===== config.mk =====
export PLATFORM = sky130hd
export DESIGN_NAME = lsu_ctrl
export DESIGN_NICKNAME = d
export VERILOG_FILES = /design/src/rtl/lsu_pkg.sv /design/src/rtl/lsu_align.sv /design/src/rtl/lsu_ctrl.sv
export SDC_FILE = /design/constraint.sdc
export NUM_CORES = 1
export LEC_CHECK = 0
export CAP_MARGIN = 20
export CELL_PAD_IN_SITES_DETAIL_PLACEMENT = 2
export CELL_PAD_IN_SITES_GLOBAL_PLACEMENT = 2
export CORE_AREA = 2 2 145 119
export DETAILED_ROUTE_END_ITERATION = 10
export DIE_AREA = 0 0 147 121
export HOLD_SLACK_MARGIN = 0.12
export PLACE_DENSITY = 0.86
export SETUP_SLACK_MARGIN = 0.5
export SLEW_MARGIN = 5
export SYNTH_ARGS = -nofsm -noshare
export SYNTH_HDL_FRONTEND = slang
export SYNTH_SLANG_ARGS = --single-unit

===== constraint.sdc =====
create_clock -name clk -period 5.4 [get_ports clk]
set_clock_uncertainty 0.05 [all_clocks]
set_input_delay 0.81 -clock clk [delete_from_list [all_inputs] [get_ports clk]]
set_output_delay 0.81 -clock clk [all_outputs]
set_load 0.05 [all_outputs]

===== src/rtl/lsu_pkg.sv =====
// Shared definitions for the load/store unit: RV32I width codes, FSM states
// and the accept-time fault check.
package lsu_pkg;

    localparam logic [2:0] F3_B  = 3'b000;
    localparam logic [2:0] F3_H  = 3'b001;
    localparam logic [2:0] F3_W  = 3'b010;
    localparam logic [2:0] F3_BU = 3'b100;
    localparam logic [2:0] F3_HU = 3'b101;

    typedef enum logic [1:0] {IDLE, READ, WRITE, RESP} lsu_state_t;

    // Illegal width code or misaligned address for the requested width.
    function automatic logic req_fault(input logic we, input logic [2:0] f3,
                                       input logic [1:0] byte_off);
        logic illegal;
        logic misaligned;
        illegal    = (f3 == 3'b011) || (f3 == 3'b110) || (f3 == 3'b111) ||
                     (we && (f3 >= 3'b011));
        misaligned = (((f3 == F3_H) || (f3 == F3_HU)) && byte_off[0]) ||
                     ((f3 == F3_W) && (byte_off != 2'b00));
        return illegal || misaligned;
    endfunction

endpackage


===== src/rtl/lsu_align.sv =====
// Byte-lane handling: load extract with sign/zero extension, and the
// read-modify-write merge for sub-word stores.
module lsu_align
    import lsu_pkg::*;
#(
    parameter int DATA_WIDTH = 32
) (
    input  logic [DATA_WIDTH-1:0] word,
    input  logic [1:0]            byte_off,
    input  logic [2:0]            funct3,
    input  logic [DATA_WIDTH-1:0] wdata,
    output logic [DATA_WIDTH-1:0] load_data,
    output logic [DATA_WIDTH-1:0] store_word
);

    logic [DATA_WIDTH-1:0] shifted;

    always_comb begin
        shifted   = word >> {byte_off, 3'b000};
        load_data = '0;
        unique case (funct3)
            F3_B:    load_data = {{(DATA_WIDTH-8){shifted[7]}}, shifted[7:0]};
            F3_H:    load_data = {{(DATA_WIDTH-16){shifted[15]}}, shifted[15:0]};
            F3_W:    load_data = word;
            F3_BU:   load_data = {{(DATA_WIDTH-8){1'b0}}, shifted[7:0]};
            F3_HU:   load_data = {{(DATA_WIDTH-16){1'b0}}, shifted[15:0]};
            default: load_data = '0;
        endcase
    end

    always_comb begin
        store_word = word;
        unique case (funct3)
            F3_B: store_word[{byte_off, 3'b000} +: 8] = wdata[7:0];
            F3_H: begin
                if (byte_off[1]) store_word[31:16] = wdata[15:0];
                else             store_word[15:0]  = wdata[15:0];
            end
            F3_W:    store_word = wdata;
            default: store_word = word;
        endcase
    end

endmodule


===== src/rtl/lsu_ctrl.sv =====
// Load/store unit FSM: one request at a time, sub-word stores by
// read-modify-write against a word-wide memory with a single write enable.
module lsu_ctrl
    import lsu_pkg::*;
#(
    parameter int ADDR_WIDTH = 5,
    parameter int DATA_WIDTH = 32
) (
    input  logic                  clk,
    input  logic                  rst_n,
    input  logic                  req_valid,
    output logic                  req_ready,
    input  logic                  req_we,
    input  logic [2:0]            req_funct3,
    input  logic [ADDR_WIDTH+1:0] req_addr,
    input  logic [DATA_WIDTH-1:0] req_wdata,
    output logic                  rsp_valid,
    output logic [DATA_WIDTH-1:0] rsp_rdata,
    output logic                  rsp_fault,
    output logic [ADDR_WIDTH-1:0] mem_addr,
    output logic [DATA_WIDTH-1:0] mem_wd,
    output logic                  mem_we,
    input  logic [DATA_WIDTH-1:0] mem_rd
);

    lsu_state_t            state, state_next;
    logic                  we_q;
    logic [2:0]            f3_q;
    logic [ADDR_WIDTH+1:0] addr_q;
    logic                  accept;
    logic [DATA_WIDTH-1:0] load_data;
    logic [DATA_WIDTH-1:0] store_word;

    lsu_align #(.DATA_WIDTH(DATA_WIDTH)) u_align (
        .word       (mem_rd),
        .byte_off   (addr_q[1:0]),
        .funct3     (f3_q),
        .wdata      (mem_wd),
        .load_data  (load_data),
        .store_word (store_word)
    );

    assign mem_addr = addr_q[ADDR_WIDTH+1:2];

    always_comb begin
        state_next = state;
        req_ready  = 1'b0;
        rsp_valid  = 1'b0;
        mem_we     = 1'b0;
        accept     = 1'b0;
        unique case (state)
            IDLE: begin
                req_ready = 1'b1;
                accept    = req_valid;
                if (req_valid) begin
                    if (req_fault(req_we, req_funct3, req_addr[1:0]))
                        state_next = RESP;
                    else if (req_we && (req_funct3 == F3_W))
                        state_next = WRITE;
                    else
                        state_next = READ;
                end
            end
            READ:  state_next = we_q ? WRITE : RESP;
            WRITE: begin
                mem_we     = 1'b1;
                state_next = RESP;
            end
            RESP: begin
                rsp_valid  = 1'b1;
                state_next = IDLE;
            end
            default: state_next = IDLE;
        endcase
    end

    // mem_wd holds the raw store data from accept; a sub-word store overwrites
    // it with the merged word during READ so WRITE drives it unchanged.
    always_ff @(posedge clk or negedge rst_n) begin
        if (!rst_n) begin
            state     <= IDLE;
            we_q      <= 1'b0;
            f3_q      <= '0;
            addr_q    <= '0;
            mem_wd    <= '0;
            rsp_rdata <= '0;
            rsp_fault <= 1'b0;
        end else begin
            state <= state_next;
            if (accept) begin
                we_q   <= req_we;
                f3_q   <= req_funct3;
                addr_q <= req_addr;
                mem_wd <= req_wdata;
            end
            if ((state == READ) && we_q)
                mem_wd <= store_word;
            // Entering RESP straight from IDLE only happens on a fault.
            if (state_next == RESP) begin
                rsp_fault <= (state == IDLE);
                rsp_rdata <= ((state == READ) && !we_q) ? load_data : '0;
            end
        end
    end

endmodule


==> results list, run 1 <==
- The run finished with clean final reports.
* Residual antenna-violating net count after detailed routing: 0
- Counting along the longest clock path gives a buffer depth of 2.
- Part of the Yosys area used for sequential elements: 39.2%
* Post-layout total power: 4.90 mW
* Antenna violations before repair: 0
- Mapped Nets: 599
- Summed over all failing endpoints, the final setup total negative slack is 0 ns.
- Number of cells upsized or downsized after cts: 0
- Number of input and output port buffers inserted: 150
* Synth area leaders: dfrtp_1, a22o_1, o2bb2ai_1
- TritonCTS built the clock tree.
* Power density relative to cell area: 708 nW/µm²
- The final critical path takes up 56.7% of the cycle.
- Across the whole layout, storage elements account for 1950 µm².
- The biggest area contributor in the post-synthesis netlist is dfrtp_1.
- Worst endpoint data arrival time: 3.24 ns
* Post-CTS clock slew at the launch and capture registers of the worst setup and hold paths: 0.07 ns
- The analysis attributes to net switching a power of 2.56 mW.
- Setup violations remaining at the end of the flow were counted as 0.
- Layout overhead on the synthesized area: 38.9%
* Maximum frequency from static timing analysis: 326 MHz
- STA puts the critical path data required time at 5.58 ns.
- The count of pins over their slew limit is 0.
- Once the floorplan was initialized, standard cells occupied 30.6% of the core.
- The synthesized design contains 78 register bits.
- Averaged over all synthesized cells, the footprint is 9.73 µm².
- Cells traversed along the worst timing path: clkdlybuf4s50_1 > nand2_1 > nor2_2 > buf_4 > nor2_1 > o2bb2ai_1
- Post-detailed-placement half-perimeter wirelength: 16300 µm
* Critical-path top delay cell: nor2_2
- Weighted congestion reported at the end of routability-driven placement: 0.909
- Final wirelength: 22000 µm
- Total die area: 17800 µm²
- Global routing consumed, over all layers together, 24.8% of the routing resources.
* Logic depth of the worst register-to-register path: 6
* Average vias per placed instance: 5.86
- Worst stage delay on the critical path: 0.65 ns
- Global routing finished with a remaining overflow of 0.
* Most used flip-flop cell after synthesis: dfrtp_1
* Core Footprint: 16300 µm²
- In this run the worst setup path begins at req_valid.
- Maximum level of the CTS H-tree: 3
* Number of synthesized flops with an enable pin: 0
* Final net count: 720
* Number of hold buffers added after CTS: 0
* Diodes inserted: 0
- Reg-to-reg critical path endpoint: mem_wd[6]
* Row Count: 42
* Count of warnings emitted by yosys: 0
- Routed via count: 5024
- Detailed-router iteration count before antenna repair: 4
- Top fanout value on the critical path: 16
- Dominant cell by count in the synthesized netlist: dfrtp_1
- Floorplan die height: 121 µm
* Type of destination of the critical path: flip-flop
- Measured against its own limit, the worst slew margin works out to 31.7%.
- CP Capture Point: mem_wd[22]
* Worst-case vdd ir drop: 0.000361 V
- OpenSTA, run right after detailed placement, puts the worst setup slack at 2.00 ns.
* Type of the tightest min-delay check: input port to asynchronous set/reset pin
- Of the cells placed in the final design, the portion with a size suffix greater than 1 is 9.87%.
* Clock share of power: 14.3%
* Setup Crit Path Kind: input port to flip-flop
* Io pins: 151
- Final worst slack: 2.34 ns
- Across the run, the number of max-cap violations was 0.
- Slew at the pin closest to its max-slew limit: 1.02 ns
- Reg power frac: 22.5%
- Final hold violation count: 0
- RSZ-0062 raised after global routing: no
* Die extent in x: 147 µm
- The detailed router finished its first iteration with 373 violations.
- In this run the clock root is driven by a clkbuf_16.
- Clock sink count: 78
* Final period demand of the worst path: 3.06 ns
- In this run switching power makes up 52.4% of total power.
- Count of mapped cells out of synthesis: 512
- FILL cells: 1738
- In this run the biggest area consumer among cell types represents 39.2% of the synthesized area.
* Number of global-route vias before repair: 5394
* Setup slack on the worst flop-to-flop path: 2.46 ns
- Pin count of the biggest net entering global routing: 79
- Count of distinct cell types in the synthesized netlist: 66
- Static leakage: 2.69 nW
- Internal power comes to 2.33 mW.
- Clock insertion delay at the later pin of the skew report: 0.36 ns
- Fraction of registers with async set or reset after synthesis: 100%
* Cell area after synthesis: 4980 µm²
- STA classifies the critical path startpoint as an input port.
* Number of DRC violations after detailed routing: 0
- Buffers inserted by post-CTS timing repair: 0
- After detailed routing, the average wire length per cell comes to 25.6 µm.
* Number of buffers created by CTS: 9
* Part of the power in combinational logic: 63.2%
* Area used by multi-input combinational logic: 2740 µm²
- Commonest cells post-synth: dfrtp_1, nand2_1, a21oi_1, a22o_1, o21ai_0
- The first global-routing pass estimated 33300 µm of wire.
- Reg-to-reg critical path startpoint: state[1]
-- cell type report --
class | count | area share, %
Clock inverter | 7 | 1.52
Clock buffer | 9 | 3.25
Tap cell | 220 | 3.98
Multi-Input combinational cell | 380 | 39.6
Timing Repair Buffer | 158 | 23.1
Inverter | 6 | 0.325
Sequential cell | 78 | 28.2
-- layer usage --
metal	part of all wire, %	global-route usage (%)
met5	0	0
met4	2.4	8.41
met3	7.0	5.04
met2	48	40.6
met1	43	32.9
-- sequential cells by signal, summed over array words and instances (netlist names) --
name and flops:
mem_wd 32, rsp_rdata 32, addr_q 7, f3_q 3, state 2, rsp_fault 1, we_q 1
-- how the worst min path moves through the flow --
stage | start | cells past startpoint | end
finish | rst_n | 1 | rsp_rdata[22]
global route | rst_n | 1 | rsp_rdata[22]
CTS | mem_wd[19] | 1 | mem_wd[19]
detailed placement | mem_wd[19] | 1 | mem_wd[19]
global placement | mem_wd[22] | 1 | mem_wd[22]
floorplan | addr_q[2] | 1 | addr_q[2]
-- critical path, delay by kind of cell --
kind / cells / cell delay (ns)
and+or+nand+nor: 3 / 1.29
buffers and inverters: 2 / 0.94
AOI/OAI and AO/OA: 1 / 0.18
-- power by group through the flow --
stage                     clock network, mW  logic [mW]  registers (mW)
final                                 0.699        3.09            1.10
after global routing                  0.733        3.27            1.14
after CTS                             0.703        3.02            1.13
after detailed placement                  0        2.99            1.14
after global placement                    0        2.86            1.12
after floorplan                           0        1.51            1.68
-- cell usage in the layout (no fill, tap or decap), types with 3 or more instances in the layout --
cell type,Yosys,layout
o31ai_1,13,13
o2bb2ai_1,22,22
or3b_2,3,3
clkdlybuf4s50_1,0,149
a21oi_1,31,31
a22o_1,25,25
nand2b_1,10,10
o21ai_0,25,25
o211ai_1,15,15
a221oi_1,18,18
nor3_1,13,13
a22oi_1,10,10
mux2_2,14,14
nor2_1,19,19
and2_1,13,13
a211oi_1,5,5
ha_1,9,9
clkbuf_16,0,9
mux2i_1,10,10
inv_1,6,6
a311oi_1,6,6
nand3_1,7,7
nand2_1,39,39
buf_4,8,7
a221o_1,7,7
dfrtp_1,78,78
or2_2,3,3
nor2b_1,21,21
-- stage by stage --
step / std cells / hold WS [ns] / util (%) / area [µm²]
final: 858 / 0.352 / 42.5 / 6920
after global routing: 858 / 0.384 / 42.5 / 6920
after CTS: 855 / 0.447 / 42.1 / 6860
after detailed placement: 839 / 0.427 / 40.1 / 6530
after global placement: 839 / 0.435 / 40.1 / 6530
after floorplan: 512 / 0.431 / - / 4980
-- logic make-up (layout without fill, tap and decap cells) --
kind of cell	Yosys count	in the layout	synth area share (%)
AO/OA/AOI/OAI	194	194	29.4
AND/OR/NAND/NOR	148	148	16.2
flip-flops	78	78	39.2
buffers and inverters	54	180	5.78
multiplexers	29	29	7.13
adder cells (fa/ha/maj)	9	9	2.26
Power figures use the tool's default switching activity.
==> run 2, diff against run 1 <==
- CORE_AREA: 2 2 145 119 -> 2 2 150 123
- DIE_AREA: 0 0 147 121 -> 0 0 152 125
- PLACE_DENSITY: 0.86 -> 0.81
- clock period: 5.4 -> 3.1 ns (I/O delays scaled with it)
==> results list, run 2 (synthesized netlist as in run 1, its figures left out) <==
- STA classifies the critical path endpoint as a primary output.
- Setup slack on the worst reg-to-reg path comes out at 0.62 ns.
- Timing would allow up to 398 MHz.
- Final cell count without fillers: 878
- Final number of max-transition violations: 0
* Count of routing violations after the opening detailed-route iteration: 316
* Number of global-route vias before repair: 5461
- Core Footprint: 17700 µm²
* Critical-path top delay cell: clkdlybuf4s50_1
- Along the worst path, the maximum fanout reaches 7.
* Antenna violations before repair: 0
- Number of buffers created by CTS: 9
* Clock insertion delay at the later pin of the skew report: 0.36 ns
- Together, buffers and inverters on the worst path number 2.
- The floorplan has 44 rows.
- Before CTS, the worst setup slack after placement is 0.457 ns.
* Number of buffers on the longest clock path: 2
- At the worst endpoint, the required time is 2.58 ns.
- The filler cells instantiated in the layout total 1862.
- RSZ-0062 raised after global routing: yes
- The flow ran to the end, and the final reports show no timing, DRC or antenna violations.
- The finished cells cover 7020 µm².
- Max-cap viol count: 0
- VDD sags by at most 0.000656 V.
- Static leakage: 2.73 nW
- The repair_antennas step left the layout with diodes totalling 0.
- Grt met2 use: 37.1%
* Residual overflow from global routing: 0
* Most common cell after layout, fill and taps aside: clkdlybuf4s50_1
- Cells traversed along the worst timing path: inv_1 > ha_1 > clkdlybuf4s50_1
* Residual antenna-violating net count after detailed routing: 0
- STA classifies the critical path startpoint as a flip-flop.
* Fraction of layout instances using a drive strength above 1: 11.9%
* Final period demand of the worst path: 2.52 ns
* Floorplan die height: 125 µm
- Using the TritonRoute via totals, the vias-per-cell ratio works out to 5.82.
* FF/Latch Area: 1950 µm²
- Starting density of the core: 28.2%
- For met1 alone, demand over resource in global routing was 29.7%.
- Routed via count: 5114
- Leading registers by flop count: mem_wd x32, rsp_rdata x32, addr_q x7
* Area used by multi-input combinational logic: 2780 µm²
- Compared with the post-synthesis result, the final layout area differs by 40.9%.
* Number of instances in the placed design: 859
* Slew at the pin closest to its max-slew limit: 0.708 ns
- Io pins: 151
- After layout, the worst path uses 81.1% of the clock period.
- Dividing total power by cell area gives a power density of 1220 nW/µm².
- Kind of cell adding the most delay to the critical path: buffers and inverters
* Final net count: 730
- Setup violations remaining at the end of the flow were counted as 0.
- Worst stage delay on the critical path: 0.84 ns
- Weighted congestion reported at the end of routability-driven placement: 0.917
* Clock sink count: 78
- Detailed-router iteration count before antenna repair: 5
- CTS tree: built
- In the layout the commonest cells are clkdlybuf4s50_1, dfrtp_1, nand2_1.
- Slew HR: 52.7%
- The critical path is of the flip-flop to primary output type.
- Number of input and output port buffers inserted: 150
- Pin count of the biggest net entering global routing: 79
- Peak-usage layer in the global routing report: met2
- Gr usage total: 22.9%
* Die extent in x: 152 µm
* Final core utilization: 39.7%
- The placed instances occupy a cell area of 6620 µm².
* Post-CTS clock slew at the launch and capture registers of the worst setup and hold paths: 0.06 ns
- Post-detailed-placement half-perimeter wirelength: 16700 µm
* Worst endpoint data arrival time: 2.00 ns
- For this block, the routed nets add up to 22100 µm of wire.
- The root buffer cell chosen for the clock tree is clkbuf_16.
* Final hold violation count: 0
- Final worst slack: 0.584 ns
- Type of the tightest min-delay check: flip-flop to flip-flop
* Maximum level of the CTS H-tree: 3
- The first global-routing pass estimated 33600 µm of wire.
* Met3 track utilization from global routing: 5.68%
* Number of DRC violations after detailed routing: 0
- Total die area: 19000 µm²
- Dividing the detail-routed wire length by the instance count gives 25.2 µm.
- For the final routed database, the setup TNS stands at 0 ns.
==> run 2: worst register-to-register path, stage by stage (launching register included) <==
cell and delay, ns:
dfrtp_1 0.36, buf_6 0.32, ha_1 0.24, or4b_1 0.65
a221oi_1 0.58, o31ai_1 0.14
==> run 2: area by class of cell <==
cell class,instances,area share (%)
clock buffers,9,3.21
clock inverters,7,1.50
inverters,6,0.321
multi-input cells,381,39.5
flip-flops and latches,78,27.8
well taps,230,4.10
repair buffers,167,23.5
==> run 2: power breakdown <==
| group | switching (mW) | internal, mW |
|---|---|---|
| registers | 0.411 | 1.46 |
| clock network | 0.474 | 0.718 |
| logic | 3.60 | 1.92 |
==> run 2: per-stage QoR <==
stage / total power [mW] / hold slack (ns)
2_1_floorplan: 5.57 / 0.119
3_3_place_gp: 7.05 / 0.433
3_5_place_dp: 7.28 / 0.436
4_1_cts: 8.54 / 0.281
5_1_grt: 9.03 / 0.468
6_report: 8.59 / 0.442
==> run 2: repair_timing <==
| action | 4_1_cts | 5_1_grt |
|---|---|---|
| setup buffers | 0 | 0 |
| endpoints found under the setup margin | 11 | 31 |
| endpoints found under the hold margin | 0 | 30 |
| pin swaps | 0 | 1 |
| gates resized for setup | 3 | 6 |
| hold buffers | 0 | 1 |
| gates cloned | 0 | 1 |
==> run 2: worst paths after layout <==
check	startpoint	to	cells after the start
min	rsp_fault	rsp_fault	2
min reg2reg	rsp_fault	rsp_fault	2
max	state[0]	mem_we	3
min in group asynchronous	rst_n	rsp_rdata[22]	2
max in group asynchronous	rst_n	mem_wd[29]	3
max reg2reg	addr_q[0]	mem_wd[13]	5
==> run 2: routing by layer <==
metal	wire length, µm	vias to the layer above
li1	-	2226
met1	9590	2621
met2	10400	222
met3	1500	45
met4	648	0
met5	0	-
==> run 3, diff against run 2 <==
- clock period: 3.1 -> 2.42 ns (I/O delays scaled with it)
==> results list, run 3 (synthesized netlist as in run 1, its figures left out) <==
- Summed over all cells, the static leakage comes to 3.60 nW.
- Critical path startpoint category: flip-flop
- The total area inside the core boundary comes to 17700 µm².
* CTS tree: built
* Cell depth of the worst min-delay path: 2
* Starting density of the core: 28.2%
- The first global-routing pass estimated 36500 µm of wire.
- Total die area: 19000 µm²
- The count of pins over their slew limit was 0.
- In this run the most critical hold path is launched from req_addr[0].
- Detailed-router iteration count before antenna repair: 5
* Met1 usage: 31.9%
- In this run the critical register-to-register path is captured at rsp_rdata[15].
- Weighted congestion reported at the end of routability-driven placement: 0.878
* Antenna violations before repair: 0
- Post-layout total power: 13.5 mW
* Worst stage delay on the critical path: 0.54 ns
* Die extent in x: 152 µm
- Type of the tightest min-delay check: input port to flip-flop
- Clock sink count: 78
* Final period demand of the worst path: 2.24 ns
- Number of DRC violations after detailed routing: 0
- In the final routed layout, each cell accounts on average for 29.9 µm.
- The library cells used most frequently in the layout, excluding fill and tap cells, are dfrtp_1, clkdlybuf4s50_1, dlygate4sd2_1.
- STA puts the critical path data arrival time at 2.48 ns.
- The tree is rooted in a clkbuf_16.
- After the last flow step, the layout net total stands at 812.
- For this block, the via count after detailed routing is 5719.
- The tool flagged a number of max-cap violations equal to 0.
- Setup slack on the worst flop-to-flop path: 0.18 ns
* Post-CTS clock slew at the launch and capture registers of the worst setup and hold paths: 0.06 ns
- Final hold slack: 0.364 ns
* RSZ-0062 raised after global routing: yes
- The global routing stage identified its most utilized layer as met2.
- The final critical path takes up 92.4% of the cycle.
- The critical path in this run is classified as flip-flop to flip-flop.
- In this run the deepest clock path goes through 2 buffers.
- Slew at the pin closest to its max-slew limit: 0.749 ns
* Top fanout value on the critical path: 14
- In this run, CTS created clock tree buffers numbering 9.
- Diodes inserted: 0
* Layout overhead on the synthesized area: 69.9%
- Adding up every negative setup slack in the final design gives 0 ns.
- For hold timing, the worst endpoint is addr_q[0].
* Type of destination of the critical path: flip-flop
- FILL cells: 1770
- Placed inst area: 7020 µm²
* Worst-case vdd ir drop: 0.000752 V
- Final hold violation count: 0
* Reg-to-reg critical path startpoint: f3_q[1]
- Maximum level of the CTS H-tree: 3
* Residual overflow from global routing: 0
* Logic depth of the worst register-to-register path: 5
- Clock insertion delay at the later pin of the skew report: 0.36 ns
- The initialized floorplan defines 44 standard-cell rows.
- The die is 125 µm tall.
- Detailed placement ended at an HPWL of 17300 µm.
- Cell area after layout: 8460 µm²
- Walking the worst path, the cells encountered are buf_4 > nor2b_1 > nand2_1 > nor3_1 > o41a_1.
- Number of input and output port buffers inserted: 150
* Maximum frequency from static timing analysis: 447 MHz
* Worst EP required: 2.66 ns
- Total setup violations reported at the end of the flow: 0
* Status: finished clean
- Leading registers by flop count: mem_wd x32, rsp_rdata x32, addr_q x7
- Grt met2 use: 42.0%
* Average vias per placed instance: 5.96
- In this run, the number of DRC markers left after iteration 0 of detailed routing was 405.
- Global routing used 5.03% of the available met3 tracks.
* Final core utilization: 47.9%
- Fraction of layout instances using a drive strength above 1: 33.2%
* Slew HR: 50.1%
- During I/O placement, the number of pins put on the boundary was 151.
- Entering global routing, the biggest net connects 41 pins.
- Final wirelength: 28700 µm
- The count of nets left with antenna violations once routing finished came out at 0.
- The via count of the first global-routing pass was 5925.
- Power density relative to cell area: 1600 nW/µm²
* Critical-path top delay cell: nor2b_1
* Gr usage total: 25.1%
==> run 3: changes by cell type in the layout (fill, tap and decap cells not counted), moves of 8 or more <==
cell             delta
clkdlybuf4s50_1    -76
dlygate4sd2_1      +71
buf_4              +45
buf_6              +23
a221oi_1           -16
buf_12             +13
o21ai_0            -10
a221oi_2            +8
a221oi_4            +8
==> run 3: worst max path at each step <==
stage	start	endpoint	slack (ns)	cells past startpoint
after floorplan	addr_q[1]	mem_wd[14]	0.32	10
after detailed placement	req_funct3[0]	rsp_rdata[29]	-0.07	5
final	f3_q[1]	rsp_rdata[15]	0.18	5
after global routing	f3_q[1]	rsp_rdata[15]	0.12	5
after global placement	req_funct3[0]	rsp_rdata[18]	0.05	5
after CTS	addr_q[1]	mem_wd[17]	0.35	6
==> run 3: cell type report <==
cell class	instances	area, µm²	share of cell area [%]
Sequential cell	78	1960	23.2
Multi-Input combinational cell	381	3410	40.3
Clock inverter	7	57.6	0.680
Tap cell	230	288	3.40
Timing Repair Buffer	249	2490	29.4
Inverter	6	33.8	0.399
Clock buffer	9	225	2.66
==> run 3: metal layers <==
metal	wire length (µm)	up-vias
li1	-	2384
met1	11500	2971
met2	14200	287
met3	1610	77
met4	1360	0
met5	0	-
==> run 3: report_power, final <==
part	internal, mW	leakage, nW	total (mW)	switching [mW]
combinational	3.74	2.47	9.69	5.95
sequential	1.88	0.990	2.48	0.600
clock	0.708	0.134	1.35	0.644
total	6.33	3.60	13.5	7.19
==> run 3: timing repair <==
| action | in CTS | in global routing |
|---|---|---|
| endpoints found under the setup margin | 135 | 65 |
| cloned | 3 | 5 |
| hold endpoints to repair | 38 | 0 |
| hold buffers | 1 | 0 |
| pin swaps | 14 | 49 |
| buffers inserted | 25 | 22 |
| resized for setup | 129 | 94 |
==> run 3: worst max-delay path, delay by kind of cell, from the launching register on <==
family	cells	cell delay, ns
AOI/OAI and AO/OA	1	0.23
DFF	1	0.53
buffers and inverters	1	0.23
and+or+nand+nor	3	1.14
==> run 3: through the flow <==
step                      cells  worst slack, ns
after detailed placement    888          -0.0678
after global routing        960            0.122
after global placement      888           0.0535
after floorplan             512            0.321
final                       960            0.183
after CTS                   933            0.354
